[src/rtl/alu_pkg.sv]
// Shared definitions for the 4-bit arithmetic unit result path.
// Opcode encodings, flag bit positions, the divide-by-zero quotient
// filler, and the packed result entry carried through the result FIFO.
package alu_pkg;

  localparam logic [2:0] OP_ADD = 3'd0;
  localparam logic [2:0] OP_SUB = 3'd1;
  localparam logic [2:0] OP_MUL = 3'd2;
  localparam logic [2:0] OP_DIV = 3'd3;

  localparam int FLG_Z   = 0;
  localparam int FLG_C   = 1;
  localparam int FLG_DZ  = 2;
  localparam int FLG_ILL = 3;

  localparam logic [3:0] DZ_QUOT = 4'hF;

  typedef struct packed {
    logic [3:0] flags;  // {ill, dz, c, z}
    logic [7:0] data;
  } alu_res_t;

endpackage

[src/rtl/alu_res_fifo.sv]
// DEPTH-entry synchronous FIFO of alu_res_t with valid/ready on both sides.
// Ports:
//   clk, rst_n          clock, synchronous active-low reset
//   push, din           write request / entry; accepted when push && in_ready
//   in_ready            registered "not full" (no path from pop)
//   pop                 read request; accepted when pop && out_valid
//   out_valid, dout     head entry valid / head entry (zero when empty)
module alu_res_fifo
  import alu_pkg::*;
#(
  parameter  int DEPTH = 2,
  localparam int PTR_W = $clog2(DEPTH)
) (
  input  logic     clk,
  input  logic     rst_n,
  input  logic     push,
  input  alu_res_t din,
  output logic     in_ready,
  input  logic     pop,
  output logic     out_valid,
  output alu_res_t dout
);

  alu_res_t           mem [DEPTH];
  logic [PTR_W:0]     count, count_nxt;
  logic [PTR_W-1:0]   wr_ptr, rd_ptr;
  logic               do_push, do_pop;

  assign do_push   = push && in_ready;
  assign do_pop    = pop && out_valid;
  assign out_valid = (count != '0);
  assign dout      = out_valid ? mem[rd_ptr] : '0;

  always_comb begin
    count_nxt = count;
    case ({do_push, do_pop})
      2'b10:   count_nxt = count + (PTR_W+1)'(1);
      2'b01:   count_nxt = count - (PTR_W+1)'(1);
      default: count_nxt = count;
    endcase
  end

  // Pointers wrap naturally since DEPTH is a power of two.
  // in_ready is derived from the next count so a pop while full
  // reopens the input exactly one cycle later.
  always_ff @(posedge clk) begin
    if (!rst_n) begin
      count    <= '0;
      wr_ptr   <= '0;
      rd_ptr   <= '0;
      in_ready <= 1'b0;
    end else begin
      count    <= count_nxt;
      in_ready <= (count_nxt != (PTR_W+1)'(DEPTH));
      if (do_push) wr_ptr <= wr_ptr + 1'b1;
      if (do_pop)  rd_ptr <= rd_ptr + 1'b1;
    end
  end

  // Storage needs no reset: dout is masked while empty.
  always_ff @(posedge clk) begin
    if (do_push) mem[wr_ptr] <= din;
  end

endmodule

[src/rtl/alu_result_stage.sv]
// Result stage behind the 4-bit combinational arithmetic unit.
// Picks the 8-bit result for the issued opcode, computes {ill,dz,c,z},
// substitutes {op_a,4'hF} on divide-by-zero, and buffers results in a
// DEPTH-entry FIFO so the consumer can stall.
// Optional: define ALU_RESULT_STICKY_EN to accumulate {ill,dz,c} of every
// pushed entry into sticky_flags (cleared only by reset); otherwise
// sticky_flags is tied to zero.
// Ports:
//   clk, rst_n                 clock, synchronous active-low reset
//   in_valid/in_ready          input handshake
//   opcode, op_a, op_b         issued operation and operands
//   sum..rem, carry/borrow     arithmetic-unit outputs
//   out_valid/out_ready        output handshake
//   res_data, res_flags        head result and its {ill,dz,c,z}
//   sticky_flags               accumulated {ill,dz,c}
module alu_result_stage
  import alu_pkg::*;
#(
  parameter  int DEPTH = 2,
  localparam int PTR_W = $clog2(DEPTH)
) (
  input  logic       clk,
  input  logic       rst_n,
  input  logic       in_valid,
  output logic       in_ready,
  input  logic [2:0] opcode,
  input  logic [3:0] op_a,
  input  logic [3:0] op_b,
  input  logic [3:0] sum,
  input  logic       carry_out,
  input  logic [3:0] diff,
  input  logic       borrow_out,
  input  logic [7:0] prod,
  input  logic [3:0] quot,
  input  logic [3:0] rem,
  output logic       out_valid,
  input  logic       out_ready,
  output logic [7:0] res_data,
  output logic [3:0] res_flags,
  output logic [2:0] sticky_flags
);

  alu_res_t sel, head;

  // quot/rem are never selected on divide-by-zero, so X there cannot leak.
  always_comb begin
    sel = '0;
    case (opcode)
      OP_ADD: begin
        sel.data         = {4'h0, sum};
        sel.flags[FLG_C] = carry_out;
      end
      OP_SUB: begin
        sel.data         = {4'h0, diff};
        sel.flags[FLG_C] = borrow_out;
      end
      OP_MUL: sel.data = prod;
      OP_DIV: begin
        if (op_b == 4'h0) begin
          sel.data          = {op_a, DZ_QUOT};
          sel.flags[FLG_DZ] = 1'b1;
        end else begin
          sel.data = {rem, quot};
        end
      end
      default: sel.flags[FLG_ILL] = 1'b1;
    endcase
    // Illegal opcodes leave data at zero, so z is set for them too.
    sel.flags[FLG_Z] = (sel.data == 8'h00);
  end

  alu_res_fifo #(.DEPTH(DEPTH)) u_fifo (
    .clk       (clk),
    .rst_n     (rst_n),
    .push      (in_valid),
    .din       (sel),
    .in_ready  (in_ready),
    .pop       (out_ready),
    .out_valid (out_valid),
    .dout      (head)
  );

  assign res_data  = head.data;
  assign res_flags = head.flags;

`ifdef ALU_RESULT_STICKY_EN
  logic [2:0] sticky_q;
  always_ff @(posedge clk) begin
    if (!rst_n)
      sticky_q <= '0;
    else if (in_valid && in_ready)
      sticky_q <= sticky_q | {sel.flags[FLG_ILL], sel.flags[FLG_DZ], sel.flags[FLG_C]};
  end
  assign sticky_flags = sticky_q;
`else
  assign sticky_flags = 3'b000;
`endif

endmodule

[config.mk]
export PLATFORM = sky130hd
export DESIGN_NAME = alu_result_stage
export DESIGN_NICKNAME = d
export VERILOG_FILES = /design/src/rtl/alu_pkg.sv /design/src/rtl/alu_res_fifo.sv /design/src/rtl/alu_result_stage.sv
export SDC_FILE = /design/constraint.sdc
export NUM_CORES = 1
export LEC_CHECK = 0
export BUFFER_PORTS_ARGS = -buffer_cell sky130_fd_sc_hd__buf_2
export CAP_MARGIN = 20
export CORE_MARGIN = 4
export CORE_UTILIZATION = 44
export CTS_CLUSTER_DIAMETER = 120
export DETAILED_ROUTE_END_ITERATION = 7
export MAX_ROUTING_LAYER = met4
export PLACE_DENSITY = 0.76
export SLEW_MARGIN = 20
export SYNTH_ARGS = -nofsm -noshare
export SYNTH_HDL_FRONTEND = slang
export SYNTH_SLANG_ARGS = --single-unit
[constraint.sdc]
create_clock -name clk -period 1.95 [get_ports clk]
set_clock_uncertainty 0.05 [all_clocks]
set_input_delay 0.39 -clock clk [delete_from_list [all_inputs] [get_ports clk]]
set_output_delay 0.39 -clock clk [all_outputs]
set_load 0.01 [all_outputs]
==> report_table.html <==
<table>
<tr><th>Metric</th><th>Value</th></tr>
<tr><th colspan="2">Cells and area</th></tr>
<tr><td>Multi-input combinational cell area</td><td>648 µm²</td></tr>
<tr><td>Post-route core utilization</td><td>56.7%</td></tr>
<tr><td>Fraction of layout instances using a drive strength above 1</td><td>36.1%</td></tr>
<tr><td>Non-Filler Cell Area, Final</td><td>1910 µm²</td></tr>
<tr><td>Fill cell instance count of the final layout</td><td>305</td></tr>
<tr><td>Layout-stage area growth over the synthesis result</td><td>23.8%</td></tr>
<tr><td>ANT cells</td><td>0</td></tr>
<tr><td>Register Area</td><td>841 µm²</td></tr>
<tr><td>Net count of the finished layout</td><td>235</td></tr>
<tr><th colspan="2">Clocking</th></tr>
<tr><td>Number of buffers inserted for hold repair after clock tree synthesis</td><td>0</td></tr>
<tr><td># clock sinks</td><td>30</td></tr>
<tr><td>Cts bufs inserted</td><td>5</td></tr>
<tr><td>Cell chosen for the clock root</td><td>sky130_fd_sc_hd__clkbuf_4</td></tr>
<tr><td>CTS H-Tree Depth</td><td>2</td></tr>
<tr><td>CTS tree</td><td>done</td></tr>
<tr><td>Number of instances resized during post-cts repair</td><td>0</td></tr>
<tr><td>Max Buffers Root-to-Sink</td><td>2</td></tr>
<tr><td>Post CTS Setup Buffer Count</td><td>0</td></tr>
<tr><td>Clock-pin slew reported for the worst setup and hold paths after clock tree synthesis</td><td>0.09 ns</td></tr>
<tr><td>Insertion delay to the later sink of the worst-skew pair</td><td>0.31 ns</td></tr>
<tr><th colspan="2">Power</th></tr>
<tr><td>Leak pwr</td><td>0.805 nW</td></tr>
<tr><td>Flop pwr share</td><td>44.7%</td></tr>
<tr><td>Pwr Density</td><td>957 nW/µm²</td></tr>
<tr><td>Switching fraction of total power</td><td>32.8%</td></tr>
<tr><td>Peak VDD IR</td><td>0.435 mV</td></tr>
<tr><td>Net switching power of the design</td><td>0.000599 W</td></tr>
<tr><td>Cell internal power dissipation</td><td>0.00123 W</td></tr>
<tr><td>Part of the power in the clock network</td><td>18.1%</td></tr>
<tr><td>Combinational group share of total power</td><td>37.2%</td></tr>
<tr><th colspan="2">Run status</th></tr>
<tr><td>Outcome</td><td>complete, no violations</td></tr>
<tr><th colspan="2">Worst setup path</th></tr>
<tr><td>Category of the worst setup path launch point</td><td>flip-flop</td></tr>
<tr><td>Count of buffering cells on the critical path with inverters included</td><td>2</td></tr>
<tr><td>Category of the critical setup timing path</td><td>reg -&gt; out</td></tr>
<tr><td>Launch instance of the worst register-to-register path</td><td>u_fifo.count[0]$_SDFF_PN0_</td></tr>
<tr><td>Peak fanout along the critical path</td><td>13</td></tr>
<tr><td>Slowest cell on crit path</td><td>sky130_fd_sc_hd__dfxtp_1</td></tr>
<tr><td>Worst endpoint required time</td><td>1.51 ns</td></tr>
<tr><td>Startpoint of the worst setup timing path</td><td>u_fifo.count[0]$_SDFF_PN0_</td></tr>
<tr><td>Crit path largest cell delay</td><td>0.44 ns</td></tr>
<tr><td>Cell family with most CP delay</td><td>flip-flops</td></tr>
<tr><td>Element type at the critical path end</td><td>output pin</td></tr>
<tr><td>Critical path arrival</td><td>1.30 ns</td></tr>
<tr><td>Critical path, cell by cell</td><td>nor2_1, buf_4, nor2_1, buf_2</td></tr>
<tr><td>Top cell by count, worst path</td><td>sky130_fd_sc_hd__nor2_1</td></tr>
<tr><th colspan="2">Worst hold path</th></tr>
<tr><td>Hold_sp</td><td>rst_n</td></tr>
<tr><td>Worst min path class</td><td>in -&gt; reg</td></tr>
<tr><th colspan="2">Floorplanning</th></tr>
<tr><td>Number of ports placed on the die boundary</td><td>58</td></tr>
<tr><td>Floorplan die width</td><td>67.2 µm</td></tr>
<tr><td>Initial core utilization</td><td>45.8%</td></tr>
<tr><td>Floorplan die area</td><td>4510 µm²</td></tr>
<tr><td>Core outline area</td><td>3360 µm²</td></tr>
<tr><td>Std cell rows</td><td>21</td></tr>
<tr><td>Die Ht</td><td>67.2 µm</td></tr>
<tr><th colspan="2">Drt</th></tr>
<tr><td>Final routed wire length divided by cell count</td><td>12.7 µm</td></tr>
<tr><td>Initial DRT Pass Iterations</td><td>4</td></tr>
<tr><td>WL final</td><td>3040 µm</td></tr>
<tr><td>Vias post-DR</td><td>1,169</td></tr>
<tr><td>DRC violations left</td><td>0</td></tr>
<tr><td>Via density</td><td>4.87</td></tr>
<tr><td>Violation count after the first detailed-route iteration</td><td>61</td></tr>
<tr><td>Antenna violation net count after detailed routing</td><td>0</td></tr>
<tr><th colspan="2">Placement</th></tr>
<tr><td>Post-place instance area</td><td>1860 µm²</td></tr>
<tr><td>IO buf count</td><td>54</td></tr>
<tr><td>HPWL after detailed placement</td><td>2450 µm</td></tr>
<tr><td>Gpl congestion</td><td>0.864</td></tr>
<tr><th colspan="2">Global routing</th></tr>
<tr><td>Wire length of the first global-routing pass</td><td>4770 µm</td></tr>
<tr><td>Initial antenna violation count</td><td>0</td></tr>
<tr><td>Overflow after GRT</td><td>0</td></tr>
<tr><td>Pin count of the biggest net entering global routing</td><td>14</td></tr>
<tr><td>Combined global-route utilization of all metal layers</td><td>14.9%</td></tr>
<tr><td>Via count of the first global-routing pass</td><td>1,161</td></tr>
<tr><th colspan="2">Logic synthesis</th></tr>
<tr><td>Most repeated cell in the gate-level netlist after synthesis</td><td>sky130_fd_sc_hd__edfxtp_1</td></tr>
<tr><td>Post-synthesis cell type with the largest combined area</td><td>sky130_fd_sc_hd__edfxtp_1</td></tr>
<tr><td>EDFF count, synth</td><td>24</td></tr>
<tr><td>Synth warn</td><td>0</td></tr>
<tr><td>Primary flip-flop cell chosen by synthesis mapping</td><td>sky130_fd_sc_hd__edfxtp_1</td></tr>
<tr><td>Async set-reset flop share out of synthesis</td><td>0%</td></tr>
<tr><td>Flops &amp; latches, synth</td><td>30</td></tr>
<tr><td>Sequential element share of the synthesized area</td><td>54.6%</td></tr>
<tr><td>Post-synthesis cell count</td><td>134</td></tr>
<tr><td>Area share of the largest cell type after synthesis</td><td>46.8%</td></tr>
<tr><td>Commonest cells in the synthesized netlist</td><td>24 x sky130_fd_sc_hd__edfxtp_1, 21 x sky130_fd_sc_hd__mux2i_1, 21 x sky130_fd_sc_hd__nor2_1, 8 x sky130_fd_sc_hd__nand2_1, 6 x sky130_fd_sc_hd__dfxtp_1</td></tr>
<tr><td>Average cell area after synthesis</td><td>11.5 µm²</td></tr>
<tr><td>Leading post-synthesis cells by cell area</td><td>sky130_fd_sc_hd__edfxtp_1 47%, sky130_fd_sc_hd__mux2i_1 14%, sky130_fd_sc_hd__dfxtp_1 7.8%</td></tr>
<tr><td>Yosys cell types</td><td>35</td></tr>
<tr><td>Area of the mapped netlist</td><td>1540 µm²</td></tr>
<tr><th colspan="2">Job</th></tr>
<tr><td>Max capacitance violation total</td><td>0</td></tr>
<tr><th colspan="2">Timing</th></tr>
<tr><td>Final setup violation count</td><td>0</td></tr>
<tr><td>Final critical delay including setup and external delays</td><td>1.74 ns</td></tr>
<tr><td>Part of the cycle the worst path needs</td><td>89.3%</td></tr>
<tr><td>Normalized max-slew margin</td><td>63.0%</td></tr>
<tr><td>Count of final max-slew check failures</td><td>0</td></tr>
<tr><td>RSZ-0062 raised after global routing</td><td>no</td></tr>
<tr><td>Transition time at the pin with the least slew margin</td><td>0.556 ns</td></tr>
<tr><td>Max Clock Freq</td><td>0.574 GHz</td></tr>
<tr><td>Hold Fails Final Rpt</td><td>0</td></tr>
</table>
-- placed cells by master (no fill, tap or decap), types with 2 or more instances in the layout --
cell,synthesis,layout
sky130_fd_sc_hd__nor2b_1,3,3
sky130_fd_sc_hd__buf_2,2,54
sky130_fd_sc_hd__clkbuf_4,0,5
sky130_fd_sc_hd__edfxtp_1,24,24
sky130_fd_sc_hd__nor3_1,2,2
sky130_fd_sc_hd__clkbuf_1,2,3
sky130_fd_sc_hd__mux2i_1,21,21
sky130_fd_sc_hd__conb_1,1,3
sky130_fd_sc_hd__dfxtp_1,6,6
sky130_fd_sc_hd__xnor2_1,2,2
sky130_fd_sc_hd__nand2b_1,2,2
sky130_fd_sc_hd__nor2_1,21,21
sky130_fd_sc_hd__a21oi_1,4,4
sky130_fd_sc_hd__o21ai_1,3,3
sky130_fd_sc_hd__and2_1,3,3
sky130_fd_sc_hd__nand2_1,8,8
sky130_fd_sc_hd__o21ai_2,3,3
sky130_fd_sc_hd__o21ai_0,5,5
sky130_fd_sc_hd__o22ai_1,2,2
sky130_fd_sc_hd__buf_4,3,5
sky130_fd_sc_hd__xor2_1,2,2
-- final cells by class --
type / count / area share, %
flip-flops and latches: 30 / 44.1
multi-input cells: 96 / 34.0
repair buffers: 59 / 16.1
well taps: 46 / 3.02
clock buffers: 8 / 2.56
inverters: 1 / 0.197
-- sequential cells by signal (all words and copies together) (netlist names), named ones only --
| signal | cells |
|---|---|
| u_fifo.mem | 24 |
| u_fifo.in_ready | 1 |
| u_fifo.wr_ptr | 1 |
| u_fifo.count | 2 |
| u_fifo.rd_ptr | 1 |
-- power groups by stage --
| stage | registers (W) | clock network [W] | logic, W |
|---|---|---|---|
| 2_1_floorplan | 0.000830 | 0 | 0.000438 |
| 3_3_place_gp | 0.000824 | 0 | 0.000668 |
| 3_5_place_dp | 0.000831 | 0 | 0.000691 |
| 4_1_cts | 0.000816 | 0.000336 | 0.000692 |
| 5_1_grt | 0.000825 | 0.000373 | 0.000757 |
| 6_report | 0.000816 | 0.000330 | 0.000680 |
-- worst register-to-register path, cell delays in order (launching register included) --
cell and delay (ns):
sky130_fd_sc_hd__dfxtp_1 0.44, sky130_fd_sc_hd__nor2_1 0.09, sky130_fd_sc_hd__nor2b_1 0.22, sky130_fd_sc_hd__ha_1 0.33, sky130_fd_sc_hd__or3_1 0.36, sky130_fd_sc_hd__a21boi_1 0.14
-- final timing paths --
| path | slack, ns | depth (start not counted) | endpoint |
|---|---|---|---|
| worst min register to register | 0.50 | 2 | u_fifo.count[1]$_SDFF_PN0_ |
| worst max-delay path | 0.21 | 4 | res_data[2] |
| worst max register to register | 0.26 | 5 | u_fifo.count[1]$_SDFF_PN0_ |
| worst min-delay path | 0.30 | 2 | flip-flop |
-- stage by stage --
| step | hold slack, ns | setup TNS, ns | power, W | setup slack [ns] | instances |
|---|---|---|---|---|---|
| final | 0.298 | 0 | 0.00182 | 0.208 | 240 |
| after detailed placement | 0.496 | -0.104 | 0.00152 | -0.0521 | 232 |
| after floorplan | 0.427 | 0 | 0.00127 | 0.0745 | 136 |
| after global placement | 0.452 | 0 | 0.00149 | 0.0255 | 232 |
| after global routing | 0.279 | 0 | 0.00195 | 0.0841 | 240 |
| after CTS | 0.281 | 0 | 0.00184 | 0.190 | 240 |
-- per-layer routing --
layer,part of all wire [%],track usage (%)
met5,0,-
met4,1.1,6.08
met3,6.1,4.33
met2,54,27.1
met1,38,14.7
-- logic make-up (layout without fill, tap and decap cells) --
| logic type | Yosys count | in the layout | share of synthesized area (%) |
|---|---|---|---|
| buffers and inverters | 10 | 68 | 3.82 |
| other | 1 | 3 | 0.243 |
| DFF | 30 | 30 | 54.6 |
| AOI/OAI and AO/OA | 19 | 19 | 7.39 |
| xor gates and xnor gates | 4 | 4 | 2.27 |
| adders and majority gates | 1 | 1 | 0.812 |
| muxes | 21 | 21 | 13.6 |
| and+or+nand+nor | 48 | 48 | 17.2 |
Note: power is estimated with default switching activity, not from simulation.
